**src/rtl/if_id_stage.sv**
```systemverilog
// Fetch front end and IF/ID pipeline register: owns the PC, detects load-use
// hazards against ID/EX, applies MEM-stage branch redirects and keeps debug counters.
module if_id_stage #(
    parameter logic [31:0] RESET_PC = 32'h0000_0000,
    parameter logic [31:0] NOP      = 32'h0000_0000,
    parameter int unsigned CNT_W    = 16
) (
    input  logic             clk,
    input  logic             rst,
    output logic [31:0]      imem_addr,
    input  logic [31:0]      imem_data,
    input  logic             id_ex_memread,
    input  logic [4:0]       id_ex_rt,
    input  logic             branch_taken,
    input  logic [31:0]      branch_target,
    output logic [31:0]      pc4_out,
    output logic [31:0]      instr_out,
    output logic             valid_out,
    output logic             bubble_out,
    output logic             flush_out,
    output logic [CNT_W-1:0] stall_cnt,
    output logic [CNT_W-1:0] flush_cnt
);

    logic [31:0] pc;
    logic [31:0] pc_plus4;
    logic        hazard;

    assign imem_addr = {pc[31:2], 2'b00};
    assign pc_plus4  = pc + 32'd4;

    // Load in ID/EX writes a register the instruction in IF/ID reads.
    always_comb begin
        hazard = 1'b0;
        if (valid_out && id_ex_memread && (id_ex_rt != 5'd0) &&
            ((id_ex_rt == instr_out[25:21]) || (id_ex_rt == instr_out[20:16])))
            hazard = 1'b1;
    end

    assign bubble_out = hazard | branch_taken;
    assign flush_out  = branch_taken;

    // Redirect beats stall; a stalled cycle holds PC and IF/ID.
    always_ff @(posedge clk or posedge rst) begin
        if (rst) begin
            pc        <= RESET_PC;
            pc4_out   <= 32'd0;
            instr_out <= NOP;
            valid_out <= 1'b0;
            stall_cnt <= '0;
            flush_cnt <= '0;
        end else if (branch_taken) begin
            pc        <= branch_target & 32'hFFFF_FFFC;
            pc4_out   <= 32'd0;
            instr_out <= NOP;
            valid_out <= 1'b0;
            if (flush_cnt != {CNT_W{1'b1}})
                flush_cnt <= flush_cnt + CNT_W'(1);
        end else if (hazard) begin
            if (stall_cnt != {CNT_W{1'b1}})
                stall_cnt <= stall_cnt + CNT_W'(1);
        end else begin
            pc        <= pc_plus4;
            pc4_out   <= pc_plus4;
            instr_out <= imem_data;
            valid_out <= 1'b1;
        end
    end

endmodule
```
**config.mk**
```make
export PLATFORM = sky130hd
export DESIGN_NAME = if_id_stage
export DESIGN_NICKNAME = d
export VERILOG_FILES = /design/src/rtl/if_id_stage.sv
export SDC_FILE = /design/constraint.sdc
export NUM_CORES = 1
export LEC_CHECK = 0
export CAP_MARGIN = 20
export CORE_UTILIZATION = 50
export CTS_BUF_LIST = sky130_fd_sc_hd__clkbuf_4 sky130_fd_sc_hd__clkbuf_8
export DETAILED_ROUTE_END_ITERATION = 8
export PLACE_DENSITY = 0.91
export SLEW_MARGIN = 30
export SYNTH_ARGS = -nofsm -noshare
export SYNTH_HDL_FRONTEND = slang
export SYNTH_SLANG_ARGS = --single-unit
```
**constraint.sdc**
```tcl
create_clock -name clk -period 9.1 [get_ports clk]
set_input_delay 1.365 -clock clk [delete_from_list [all_inputs] [get_ports clk]]
set_output_delay 1.365 -clock clk [all_outputs]
set_load 0.005 [all_outputs]
```
Yosys cells after proc, flatten, opt, wreduce, memory -nomap -nowiden
Cells that the tools add are included.
Widths: inputs -> output; s select.
Cells by class
  $add $sub $neg: 3
  equality and inequality tests: 5
  multiplexer cells: 8
  bitwise logic cells: 2
  reductions and logical operators: 7
Operators with widths (number)
  $mux 32: 5
  $add 16x1->16 const B: 2
  $add 32x3->32 const B: 1
  $ne 16x16->1 const B: 2
  $eq 5x5->1: 2
  $reduce_bool 5->1: 1
  $logic_and 1x1->1: 3
  $mux 1: 3
  $reduce_and 3->1: 1
  $ne 2x2->1 const B: 1
  $reduce_and 2->1: 1
  $logic_or 1x1->1: 1
  $not 1->1: 1
  $or 1x1->1: 1
Word-level totals
  register bits: 129
  bits of input ports: 73
  word-level logic and storage cells: 31

Depth between registers and ports, before layout
Gate-level depths: netlist of run 1.
  word-level depth: 6
  mapped depth: 8

Least setup slack after synthesis of run 1
Ideal clock, no wire load.
  kind: input-to-output
  start: in id_ex_rt[0]
  end: out bubble_out
  arrival time: 2758 ps
  data required time: 7735 ps
  setup slack: 4977 ps
  cell stages on the path: 6
  buffers on the path: 2
  cell sequence: or3_1 -> o311a_1 -> nand2_1 -> buf_2 -> buf_1 -> nand2_1
On the way
  longest elaborated chain between the ends: 5
RTL lines
  start: declaration: RTL line 13  | input logic [4:0] id_ex_rt,
  $eq 5x5->1 / $reduce_bool 5->1 (equally long branches): RTL line 36, 35
  $logic_or 1x1->1 / $logic_and 1x1->1 (equally long branches): RTL line 36, 35
  $logic_and 1x1->1 (*): RTL line 35  | if (valid_out && id_ex_memread && (id_ex_rt != 5'd0) &&
  $mux 1 (*): RTL line 35
  $or 1x1->1 (*): RTL line 40  | assign bubble_out = hazard | branch_taken;
  end: declaration: RTL line 19  | output logic bubble_out,
Mark *: on every way between the ends. The rest lies on a longest branch, timed or not.

Worst setup path in the final report of run 1
Same ends and word-level chain as after synthesis.

==> results of run 1 <==
==> power groups by stage <==
stage          sequential (mW)  clock, mW  combinational (mW)
2_1_floorplan            0.676          0               0.114
3_3_place_gp             0.679          0               0.276
3_5_place_dp             0.681          0               0.282
4_1_cts                  0.671      0.540               0.284
5_1_grt                  0.680      0.565               0.306
6_report                 0.672      0.529               0.282
==> area by class of cell <==
class	count	area, sq um
Clock inverter	12	166
Fill cell	859	3320
Sequential cell	126	3150
Timing Repair Buffer	205	2030
Inverter	7	31.3
Tap cell	168	210
Clock buffer	20	269
Multi-Input combinational cell	483	2880
==> Yosys cell counts, drive strengths merged (3+ instances only) <==
| cell | instances | share of area |
|---|---|---|
| a211oi | 35 | 0.043 |
| inv | 6 | 0.0036 |
| nor4 | 13 | 0.015 |
| o21ai | 31 | 0.025 |
| a21boi | 5 | 0.0060 |
| xnor2 | 58 | 0.082 |
| mux2 | 4 | 0.0072 |
| buf | 16 | 0.014 |
| a21oi | 50 | 0.040 |
| nand2 | 121 | 0.073 |
| nand4 | 14 | 0.016 |
| nand3 | 29 | 0.026 |
| nor3 | 18 | 0.015 |
| clkbuf | 25 | 0.015 |
| dfrtp | 126 | 0.51 |
| or3 | 3 | 0.0030 |
| and3 | 7 | 0.0070 |
| xor2 | 33 | 0.046 |
| nor2 | 42 | 0.026 |
| ha | 3 | 0.0060 |
==> state kept, by name, summed over array words and instances, names as in the netlist <==
signal / count
pc4_out: 31
valid_out: 1
pc: 30
flush_cnt: 16
stall_cnt: 16
instr_out: 32
==> layer usage <==
layer	up-vias	wire length [um]	track usage	share of wire
li1	2625	-	-	-
met5	-	0	0	0
met2	200	7930	0.432	0.50
met4	0	299	0.0825	0.019
met1	2572	6850	0.336	0.43
met3	22	876	0.0569	0.055
==> worst paths after layout <==
check	end	startpoint	cells past startpoint	slack [ps]
worst max-delay path	bubble_out	id_ex_rt[0]	7	3900
worst min register to register	flush_cnt[5]	flush_cnt[5]	1	490
worst min-delay path	flush_cnt[5]	flush_cnt[5]	1	490
min in group asynchronous	instr_out[14]	rst	2	1410
worst max register to register	pc[3]	instr_out[21]	8	6560
max in group asynchronous	instr_out[22]	rst	3	6530
==> metrics by stage <==
step / util / total power, mW / instance area (sq um)
detailed placement: 0.688 / 0.963 / 8300
global route: 0.725 / 1.55 / 8740
finish: 0.725 / 1.48 / 8740
global placement: 0.688 / 0.955 / 8300
floorplan: - / 0.789 / 6220
CTS: 0.725 / 1.50 / 8740
==> cells by family after synthesis <==
kind of cell             Yosys count  synth area share
XOR/XNOR                          91             0.128
adder cells (fa/ha/maj)            3           0.00604
multiplexers                       4           0.00724
buffers and inverters             48            0.0330
AND/OR/NAND/NOR                  253             0.189
other                              1          0.000603
AO/OA/AOI/OAI                    130             0.129
flip-flops                       126             0.507
==> layout by cell type, fill, tap and decap left out, types with 4 or more instances in the layout <==
cell	synthesis	final
clkdlybuf4s50_1	0	198
dfrtp_1	126	126
nand2_1	121	120
xnor2_1	58	58
a21oi_1	50	50
nor2_1	41	41
a211oi_1	34	34
xor2_1	33	33
o21ai_0	29	29
nand3_1	27	27
clkbuf_8	0	19
nor3_1	17	17
nor4_1	12	12
nand4_1	12	12
and3_1	7	7
buf_4	4	7
clkinv_2	0	6
inv_1	6	5
a21boi_0	5	5
mux2_2	4	4
bufinv_16	0	4
==> flow_metrics.env, run 1 <==
export IMPL_outcome="finished, final reports clean"
export IMPL_first_pass_grt_wire_length_um=26100
export IMPL_layout_area_overhead_vs_synth_pct=40.6
export IMPL_fin_hold_ws_ps=488
export IMPL_netSwitchingPower_mw=0.391
export IMPL_drt_pass1_iterations=4
export IMPL_place_port_buffers=199
export IMPL_layout_drive_gt1_share=0.0645
export IMPL_num_vias=5419
export IMPL_coreArea_sq_um=12100
export IMPL_cap_viol_max_count=0
export IMPL_power_leakage_nw=3.66
export IMPL_min_delay_path_class="flop to flop"
export IMPL_cpPeakStageDelay_ps=490
export IMPL_yosysUniqueCellTypes=43
export IMPL_htree_levels=4
export IMPL_final_nets=916
export IMPL_detail_route_wirelength_um=16000
export IMPL_cts_resized=0
export IMPL_pwr_density_cell_nw_per_um2=170
export IMPL_synth_seq_cells=126
export IMPL_fmax_mhz=192
export IMPL_synth_async_sr_flop_share=1.00
export IMPL_cell_with_the_largest_stage_delay_on_the_worst_path="clkdlybuf4s50_1"
export IMPL_crit_fanout=35
export IMPL_number_of_global_route_vias_before_repair=5235
export IMPL_num_antenna_cells=0
export IMPL_layout_min_cycle_time_ps=5200
export IMPL_final_hold_violations=0
export IMPL_drc=0
export IMPL_ios=204
export IMPL_die_y_um=114
export IMPL_critical_path_top_delay_family="buffers and inverters"
export IMPL_timing_critical_path_to_type="output port"
export IMPL_setup_total_negative_slack_ps=0
export IMPL_final_instance_count_excl_fill=1021
export IMPL_p_comb_frac=0.190
export IMPL_post_cts_repair_setup_buffers=0
export IMPL_globalRouteOverflowTotal=0
export IMPL_clock_sinks=126
export IMPL_setup_viol=0
export IMPL_dpl_worst_slack_ps=3910
export IMPL_timing_final_crit_share=0.571
export IMPL_post_drt_via_cell_ratio=5.31
export IMPL_cp_common_cell="clkdlybuf4s50_1"
export IMPL_place_gp_congestion=0.824
export IMPL_rsz0062_at_grt="false"
export IMPL_seq_total_area_yosys=0.507
export IMPL_power_ir_vdd_worst_uv=95.4
export IMPL_crit_arrival_ps=3830
export IMPL_die_width_um=114
export IMPL_timing_max_slew_rel_slack=0.503
export IMPL_fin_skew_ps=10.6
export IMPL_hold_buffers=0
export IMPL_numCtsBuffers=17
export IMPL_sw_frac_of_total=0.264
export IMPL_setup_crit_start_kind="input pin"
export IMPL_globalRouteTotalUtil=0.259
export IMPL_yosys_warnings=0
export IMPL_insertion_delay_to_the_later_sink_of_the_worst_skew_pair_ps=430
export IMPL_hpwlAfterDp_um=11000
export IMPL_worst_slew_pin_slew_ps=746
export IMPL_syn_inst=656
export IMPL_crit_type="input pin to output port"
export IMPL_cts_buffer_depth=2
export IMPL_cts_tree="done"
export IMPL_required_time_at_the_worst_slack_endpoint_ps=7740
export IMPL_fin_ws_ps=3900
export IMPL_yosys_most_used_dff="dfrtp_1"
export IMPL_drt_iter0_drc=368
export IMPL_place_inst=989
export IMPL_placementRows=40
export IMPL_synthesis_area_sq_um=6220
export IMPL_critPathBufInv=3
export IMPL_edff_count_synth=0
export IMPL_ctsRootBufferMaster="clkbuf_8"
export IMPL_worst_setup_hold_path_clk_slew_ps=70
export IMPL_slew_viol_final=0
export IMPL_design_die_area_sq_um=12900
export IMPL_share_seq_of_total_power=0.453
export IMPL_pwr_share_clk=0.357
export IMPL_grt_start_max_net_pins=73
export IMPL_average_wire_per_cell_in_the_routed_design_um=15.6
export IMPL_antenna_found_initial=0
export IMPL_internal_power_mw=1.09
export IMPL_mean_area_per_synthesized_cell_sq_um=9.48
export IMPL_initial_utilization=0.516
export IMPL_postRouteAntennaNets=0
export IMPL_cp_cell_sequence="clkdlybuf4s50_1, or3_1, o311a_1, buf_4, nand2_4, nand2_1, clkdlybuf4s50_1"
No activity file was read; power rests on OpenSTA's default activity.
==> run 2, diff against run 1 <==
Settings changed: CORE_UTILIZATION 50 to 43, PLACE_DENSITY 0.91 to 0.84.
Clock period 9.1 ns to 4.7 ns, I/O delays scaled along.
==> run 2 against run 1 <==
Die area grew 16%. Largest cell class unchanged. Combinational power is 93% higher. Hold slack got worse by 2.9 ps. Routed wire length grew 3.5%. First-iteration DRC count decreased by 26%. Sequential power increased by 93%. Largest power group unchanged.
==> flow_metrics.env, run 2 (same netlist as run 1, synthesis figures left out) <==
export IMPL_design_die_area_sq_um=14900
export IMPL_crit_arrival_ps=2820
export IMPL_cts_resized=0
export IMPL_num_antenna_cells=0
export IMPL_average_wire_per_cell_in_the_routed_design_um=16.0
export IMPL_critPathBufInv=3
export IMPL_largest_reg_flops=32
export IMPL_critical_path_top_delay_family="buffers and inverters"
export IMPL_cap_viol_max_count=0
export IMPL_coreArea_sq_um=14000
export IMPL_ctsRootBufferMaster="clkbuf_8"
export IMPL_timing_final_crit_share=0.749
export IMPL_first_pass_grt_wire_length_um=26400
export IMPL_final_common_cell="clkdlybuf4s50_1"
export IMPL_timing_critical_path_to_type="output port"
export IMPL_rsz0062_at_grt="false"
export IMPL_ios=204
export IMPL_power_ir_vdd_worst_uv=143
export IMPL_detail_route_wirelength_um=16500
export IMPL_hpwlAfterDp_um=11600
export IMPL_cp_common_cell="clkdlybuf4s50_1"
export IMPL_cell_with_the_largest_stage_delay_on_the_worst_path="clkdlybuf4s50_1"
export IMPL_cpPeakStageDelay_ps=490
export IMPL_place_inst=1003
export IMPL_layout_drive_gt1_share=0.0667
export IMPL_min_delay_path_class="flop to flop"
export IMPL_outcome="finished, final reports clean"
export IMPL_final_nets=918
export IMPL_pwr_density_cell_nw_per_um2=316
export IMPL_initial_utilization=0.445
export IMPL_postRouteAntennaNets=0
export IMPL_setup_viol=0
export IMPL_fmax_mhz=284
export IMPL_power_leakage_nw=3.65
export IMPL_antenna_found_initial=0
export IMPL_crit_type="input pin to output port"
export IMPL_crit_fanout=30
export IMPL_timing_max_slew_rel_slack=0.401
export IMPL_hold_buffers=0
export IMPL_drt_pass1_iterations=4
export IMPL_globalRouteOverflowTotal=0
export IMPL_final_instance_count_excl_fill=1035
export IMPL_largest_register="instr_out"
export IMPL_num_vias=5481
export IMPL_highest_count_cells_in_the_layout_ignoring_fill_and_taps="clkdlybuf4s50_1, dfrtp_1, nand2_1"
export IMPL_number_of_global_route_vias_before_repair=5092
export IMPL_numCtsBuffers=17
export IMPL_drt_iter0_drc=272
export IMPL_cts_tree="done"
export IMPL_globalRouteTotalUtil=0.229
export IMPL_post_drt_via_cell_ratio=5.30
export IMPL_cp_cell_sequence="clkdlybuf4s50_1, or3_1, o311a_1, buf_4, nand2_4, nand2_1, clkdlybuf4s50_1"
export IMPL_place_port_buffers=199
export IMPL_htree_levels=4
export IMPL_final_hold_violations=0
export IMPL_drc=0
export IMPL_layout_area_overhead_vs_synth_pct=40.2
export IMPL_worst_setup_hold_path_clk_slew_ps=70
export IMPL_fin_skew_ps=9.11
export IMPL_setup_total_negative_slack_ps=0
export IMPL_insertion_delay_to_the_later_sink_of_the_worst_skew_pair_ps=440
export IMPL_final_core_util=0.623
export IMPL_die_y_um=122
export IMPL_placementRows=43
export IMPL_grt_start_max_net_pins=88
export IMPL_required_time_at_the_worst_slack_endpoint_ps=3990
export IMPL_clock_sinks=126
export IMPL_largestRegisters="instr_out: 32 flops, pc4_out: 31 flops, pc: 30 flops"
export IMPL_post_cts_repair_setup_buffers=0
export IMPL_place_gp_congestion=0.813
export IMPL_worst_slew_pin_slew_ps=898
export IMPL_slew_viol_final=0
export IMPL_setup_crit_start_kind="input pin"
export IMPL_layout_min_cycle_time_ps=3520
export IMPL_cts_buffer_depth=2
export IMPL_die_width_um=122
-- run 2: area by class of cell --
type | instances | area (sq um)
Clock buffer | 26 | 327
Clock inverter | 6 | 57.6
Fill cell | 1186 | 5270
Inverter | 7 | 28.8
Multi-Input combinational cell | 483 | 2880
Sequential cell | 126 | 3150
Tap cell | 180 | 225
Timing Repair Buffer | 207 | 2050
-- run 2: power by group --
group / switching [mW] / internal [mW]
Combinational: 0.221 / 0.324
Clock: 0.404 / 0.500
Sequential: 0.119 / 1.18
Total: 0.744 / 2.01
-- run 2: stage by stage --
stage	setup slack [ps]	hold slack (ps)	area [sq um]	power, mW
CTS	1170	490	8720	2.78
global route	1060	500	8720	2.89
floorplan	639	478	6220	1.53
finish	1180	485	8720	2.75
detailed placement	1180	477	8330	1.87
global placement	1190	475	8330	1.85
-- run 2: layer usage --
metal  track usage  part of all wire  up-vias
met2         0.360              0.48      182
li1              -                 -     2629
met5             0                 0        -
met1         0.303              0.44     2649
met3        0.0581             0.058       21
met4        0.0915             0.019        0
-- run 2: worst paths after layout --
check | startpoint | endpoint | slack [ps] | depth (start not counted)
worst min-delay path | stall_cnt[4] | stall_cnt[4] | 490 | 1
max in group asynchronous | rst | pc4_out[7] | 3000 | 3
min in group asynchronous | rst | instr_out[31] | 710 | 2
worst min register to register | stall_cnt[4] | stall_cnt[4] | 490 | 1
worst max-delay path | id_ex_rt[0] | bubble_out | 1180 | 7
worst max register to register | instr_out[21] | stall_cnt[1] | 2180 | 8
==> variant 1 (config.mk and constraints of run 2) <==
Register the input `branch_target` before use. The logic sees it one clock later. The other inputs are not delayed to match.
--- a/src/rtl/if_id_stage.sv
+++ b/src/rtl/if_id_stage.sv
@@ -21,6 +21,12 @@
     output logic [CNT_W-1:0] stall_cnt,
     output logic [CNT_W-1:0] flush_cnt
 );
+
+    logic [31:0] branch_target_q;
+
+    always_ff @(posedge clk) begin
+        branch_target_q <= branch_target;
+    end
 
     logic [31:0] pc;
     logic [31:0] pc_plus4;
@@ -50,7 +56,7 @@
             stall_cnt <= '0;
             flush_cnt <= '0;
         end else if (branch_taken) begin
-            pc        <= branch_target & 32'hFFFF_FFFC;
+            pc        <= branch_target_q & 32'hFFFF_FFFC;
             pc4_out   <= 32'd0;
             instr_out <= NOP;
             valid_out <= 1'b0;
Function: changed (Yosys sat finds a counterexample within 4 cycles, from zero or initial values and one cycle with rst high).
==> variant 1 against run 2 <==
  * Utilization down 0.81 points
  * Worst setup slack got worse by 59 ps
  * Final area up 8.1%
  * Clock skew increased by 2.3 ps
  * Count of clock-buffer cells in the layout decreased by 7
  * Routed wire length rose by 1.4%
  * Synthesized area increased by 9.6%
  * Power rose by 19%
  * Worst hold slack got worse by 44 ps
  * Synthesized cell count rose by 4.3%
  * Sequential cell count is 30 higher
  * Critical endpoint unchanged
  * Largest cell class unchanged
==> variant 1: results (changes against run 2) <==
Post-synthesis sequential area ratio -> 0.5508 (was 0.5070)
HPWL after DPL -> 11.44 mm (was 11.62 mm)
Reg2Reg Depth -> 7 (was 8)
Synth Area per Inst -> 9.964 um^2 (was 9.479 um^2)
Pre-CTS setup slack -> 1081 ps (was 1182 ps)
Vias per Instance -> 5.054 (was 5.296)
Final GP Congestion -> 0.7850 (was 0.8129)
Pwr/cell area -> 347.1 nW/um^2 (was 315.6 nW/um^2)
Routed wire length -> 16.75 mm (was 16.52 mm)
Largest regs -> instr_out: 32 flops, pc4_out: 31 flops (was instr_out: 32 flops, pc4_out: 31 flops, pc: 30 flops)
Dpl cell area -> 8951 um^2 (was 8334 um^2)
Post-layout nets -> 943 (was 918)
Flop-to-flop setup slack -> 2020 ps (was 2180 ps)
Share of layout cells above drive strength 1 -> 0.06023 (was 0.06667)
Yosys warns -> 0 (unchanged)
RR Startpoint -> pc[2] (was instr_out[21])
Met2 usage -> 0.3619 (was 0.3596)
Met2 WL -> 8.270 mm (was 7.906 mm)
Crit path max fanout -> 29 (was 30)
Vias in the first global route -> 5269 (was 5092)
Worst hold path class -> flip-flop to flip-flop (unchanged)
Hold Crit Depth -> 2 (was 1)
Peak supply drop -> 0.0001740 V (was 0.0001429 V)
Largest net degree at the start of global routing -> 94 (was 88)
Leakage power -> 3.851 nW (was 3.650 nW)
Total GRT Usage -> 0.2139 (was 0.2293)
Routed length on met1 -> 7.015 mm (was 7.346 mm)
Crit share post-route -> 0.7617 (was 0.7490)
Asr flop ratio synth -> 0.8077 (was 1.000)
Synth top area cells -> dfrtp_1, xnor2_1, dfxtp_1 (was dfrtp_1, xnor2_1, nand2_1)
Met3 Usage GRT -> 0.05301 (was 0.05809)
Synth unique cells -> 48 (was 43)
Commonest cells post-synth -> dfrtp_1, nand2_1, xnor2_1 (unchanged)
Routed met3 length -> 1.099 mm (was 953 um)
First-pass GRT wire length -> 27.08 mm (was 26.36 mm)
Initial antenna violation count -> 0 (unchanged)
Hold path start -> branch_target_q[8] (was stall_cnt[4])
Crit-path max cell delay -> 470 ps (was 490 ps)
Grt met1 use -> 0.2622 (was 0.3035)
Initial DRT Pass Iterations -> 4 (unchanged)
Clock power share -> 0.358 (was 0.329)
Postcts setup bufs -> 0 (unchanged)
WHS Endpoint -> pc[8] (was stall_cnt[4])
RR Endpoint -> pc[28] (was stall_cnt[1])
ANT cells -> 0 (unchanged)
Pint -> 2.427 mW (was 2.008 mW)
Post-CTS Resized -> 0 (unchanged)
Normalized max-slew margin -> 0.3525 (was 0.4014)
Hold slack -> 441.4 ps (was 485.2 ps)
Clk Latency, worst-skew pair -> 460 ps (was 440 ps)
Finished Layout Cells -> 1091 (was 1035)
Seq power -> 1.57 mW (was 1.30 mW)
1st-iter DRT viols -> 362 (was 272)
Skew final -> 11.42 ps (was 9.109 ps)
Status -> completed (unchanged)
## variant 1: changes by cell type after synthesis, moves of 6 or more
cell,delta
dfxtp_1,+30
nor4_1,-10
xor2_1,-9
xnor2_1,+14
nor3_1,-6
## variant 1: kinds of logic after synthesis
logic type | Yosys count | synth area share
buf+inv | 50 | 0.03305
compound gates | 128 | 0.1151
flops | 156 | 0.5508
xor+xnor | 96 | 0.1234
fa+ha+maj | 3 | 0.005508
other cells | 1 | 0.0005502
simple gates | 248 | 0.1678
mux | 2 | 0.003855
## variant 1: cell type report
| type | instances | area, um^2 |
|---|---|---|
| inverter | 8 | 32.53 |
| fill | 1274 | 5894 |
| clock inverter | 13 | 214.0 |
| sequential | 156 | 3754 |
| tap | 211 | 264.0 |
| timing repair buffer | 205 | 2047 |
| multi-input combinational | 479 | 2854 |
| clock buffer | 19 | 255.2 |
==> variant 2 (flow settings as in run 2) <==
Made on the original files. The parameter `CNT_W` goes from 16 to 14.
--- a/src/rtl/if_id_stage.sv
+++ b/src/rtl/if_id_stage.sv
@@ -3,7 +3,7 @@
 module if_id_stage #(
     parameter logic [31:0] RESET_PC = 32'h0000_0000,
     parameter logic [31:0] NOP      = 32'h0000_0000,
-    parameter int unsigned CNT_W    = 16
+    parameter int unsigned CNT_W    = 14
 ) (
     input  logic             clk,
     input  logic             rst,
Interface: changed (resized flush_cnt and stall_cnt); port bits go from 204 to 200. No check against the original RTL was run, so the function may have changed too.
==> variant 2 against run 2 <==
  * Power is 1.8% higher
  * Worst setup slack got worse by 18 ps
  * Synthesized area is 1.7% lower
  * Final area shrank 1.8%
  * Largest cell class unchanged
  * Critical path depth is 1 lower
  * Utilization shrank 0.62 points
  * Sequential cell count decreased by 4
  * Highest routed layer is now met5
  * Global-route usage fell by 0.64 points
  * Routed wire length is 4.8% lower
==> variant 2: results (changes against run 2) <==
First-pass GRT wire length -> 25.05 mm (was 26.36 mm)
Routed len/inst -> 15.55 um (was 15.96 um)
Leakage power -> 3.578 nW (was 3.650 nW)
Met2 WL -> 7.424 mm (was 7.906 mm)
Initial antenna violation count -> 1 (was 0)
Post-synthesis sequential area ratio -> 0.4996 (was 0.5070)
Most common cell in the netlist -> nand2_1 (was dfrtp_1)
Crit-path max cell delay -> 520 ps (was 490 ps)
Crit path max fanout -> 31 (was 30)
Top Layer Used -> met5 (was met4)
Skew final -> 14.04 ps (was 9.109 ps)
Grt met1 use -> 0.2820 (was 0.3035)
Largest regs -> instr_out: 32 flops, pc4_out: 31 flops, pc: 30 flops (unchanged)
Met3 Usage GRT -> 0.06720 (was 0.05809)
Sw Ratio -> 0.2656 (was 0.2704)
Largest net degree at the start of global routing -> 99 (was 88)
Total GRT Usage -> 0.2230 (was 0.2293)
Synth unique cells -> 42 (was 43)
1st-iter DRT viols -> 239 (was 272)
CTS Buffer Depth -> 2 (unchanged)
Pre-CTS setup slack -> 1038 ps (was 1182 ps)
Commonest cells post-synth -> nand2_1, dfrtp_1, xnor2_1 (was dfrtp_1, nand2_1, xnor2_1)
Normalized max-slew margin -> 0.4764 (was 0.4014)
Port bufs -> 195 (was 199)
HPWL after DPL -> 10.61 mm (was 11.62 mm)
Routed length on met1 -> 6.873 mm (was 7.346 mm)
Vias in the first global route -> 4944 (was 5092)
Synth top area cells -> dfrtp_1, xnor2_1, nand2_1 (unchanged)
Vias per Instance -> 5.100 (was 5.296)
Fillcell total -> 1142 (was 1186)
Routed met3 length -> 1.109 mm (was 953 um)
Met2 usage -> 0.3543 (was 0.3596)
Share of layout cells above drive strength 1 -> 0.08293 (was 0.06667)
CP max stage cell -> o311a_4 (was clkdlybuf4s50_1)
Peak supply drop -> 0.0001785 V (was 0.0001429 V)
Final GP Congestion -> 0.8082 (was 0.8129)
Critical Path AT -> 2830 ps (was 2820 ps)
Post-layout nets -> 896 (was 918)
Initial DRT Pass Iterations -> 7 (was 4)
Status -> completed (unchanged)
Yosys warns -> 0 (unchanged)
variant 2: logic make-up after synthesis:
logic type,count (synthesis),share of synthesized area
multiplexers,3,0.005528
flip-flops,122,0.4996
other,1,0.0006137
adder cells (fa/ha/maj),3,0.006143
buffers and inverters,49,0.04013
AND/OR/NAND/NOR,244,0.1822
XOR/XNOR,90,0.1290
AO/OA/AOI/OAI,127,0.1368
variant 2: layout make-up:
class                           count  share of cell area
Sequential cell                   122              0.3564
Multi-Input combinational cell    469              0.3303
Timing Repair Buffer              200              0.2339
Clock buffer                       23             0.03476
Tap cell                          180             0.02629
Clock inverter                      8             0.01373
Inverter                           10            0.004674
variant 2: power by group through the flow:
stage / Sequential (mW) / Clock, mW / Combinational (mW)
global route: 1.28 / 1.06 / 0.605
finish: 1.27 / 0.982 / 0.551
global placement: 1.28 / 0 / 0.547
detailed placement: 1.29 / 0 / 0.557
floorplan: 1.27 / 0 / 0.232
CTS: 1.27 / 1.00 / 0.560
variant 2: stage by stage:
step	cells	cell area, um^2	hold slack [ps]
2_1_floorplan	640	6115	478.0
3_3_place_gp	981	8147	479.0
3_5_place_dp	981	8147	499.7
4_1_cts	1012	8562	511.9
5_1_grt	1012	8566	535.2
6_report	1012	8566	515.3
variant 2: worst paths after layout:
kind                                from            end  slack [ps]  cells past startpoint
min in group asynchronous            rst  instr_out[10]         760                      2
max in group asynchronous            rst    pc4_out[10]        3130                      3
max reg2reg                instr_out[21]  instr_out[28]        2360                      8
max                          id_ex_rt[0]     bubble_out        1160                      6
min                         stall_cnt[8]   stall_cnt[8]         520                      1
min reg2reg                 stall_cnt[8]   stall_cnt[8]         520                      1
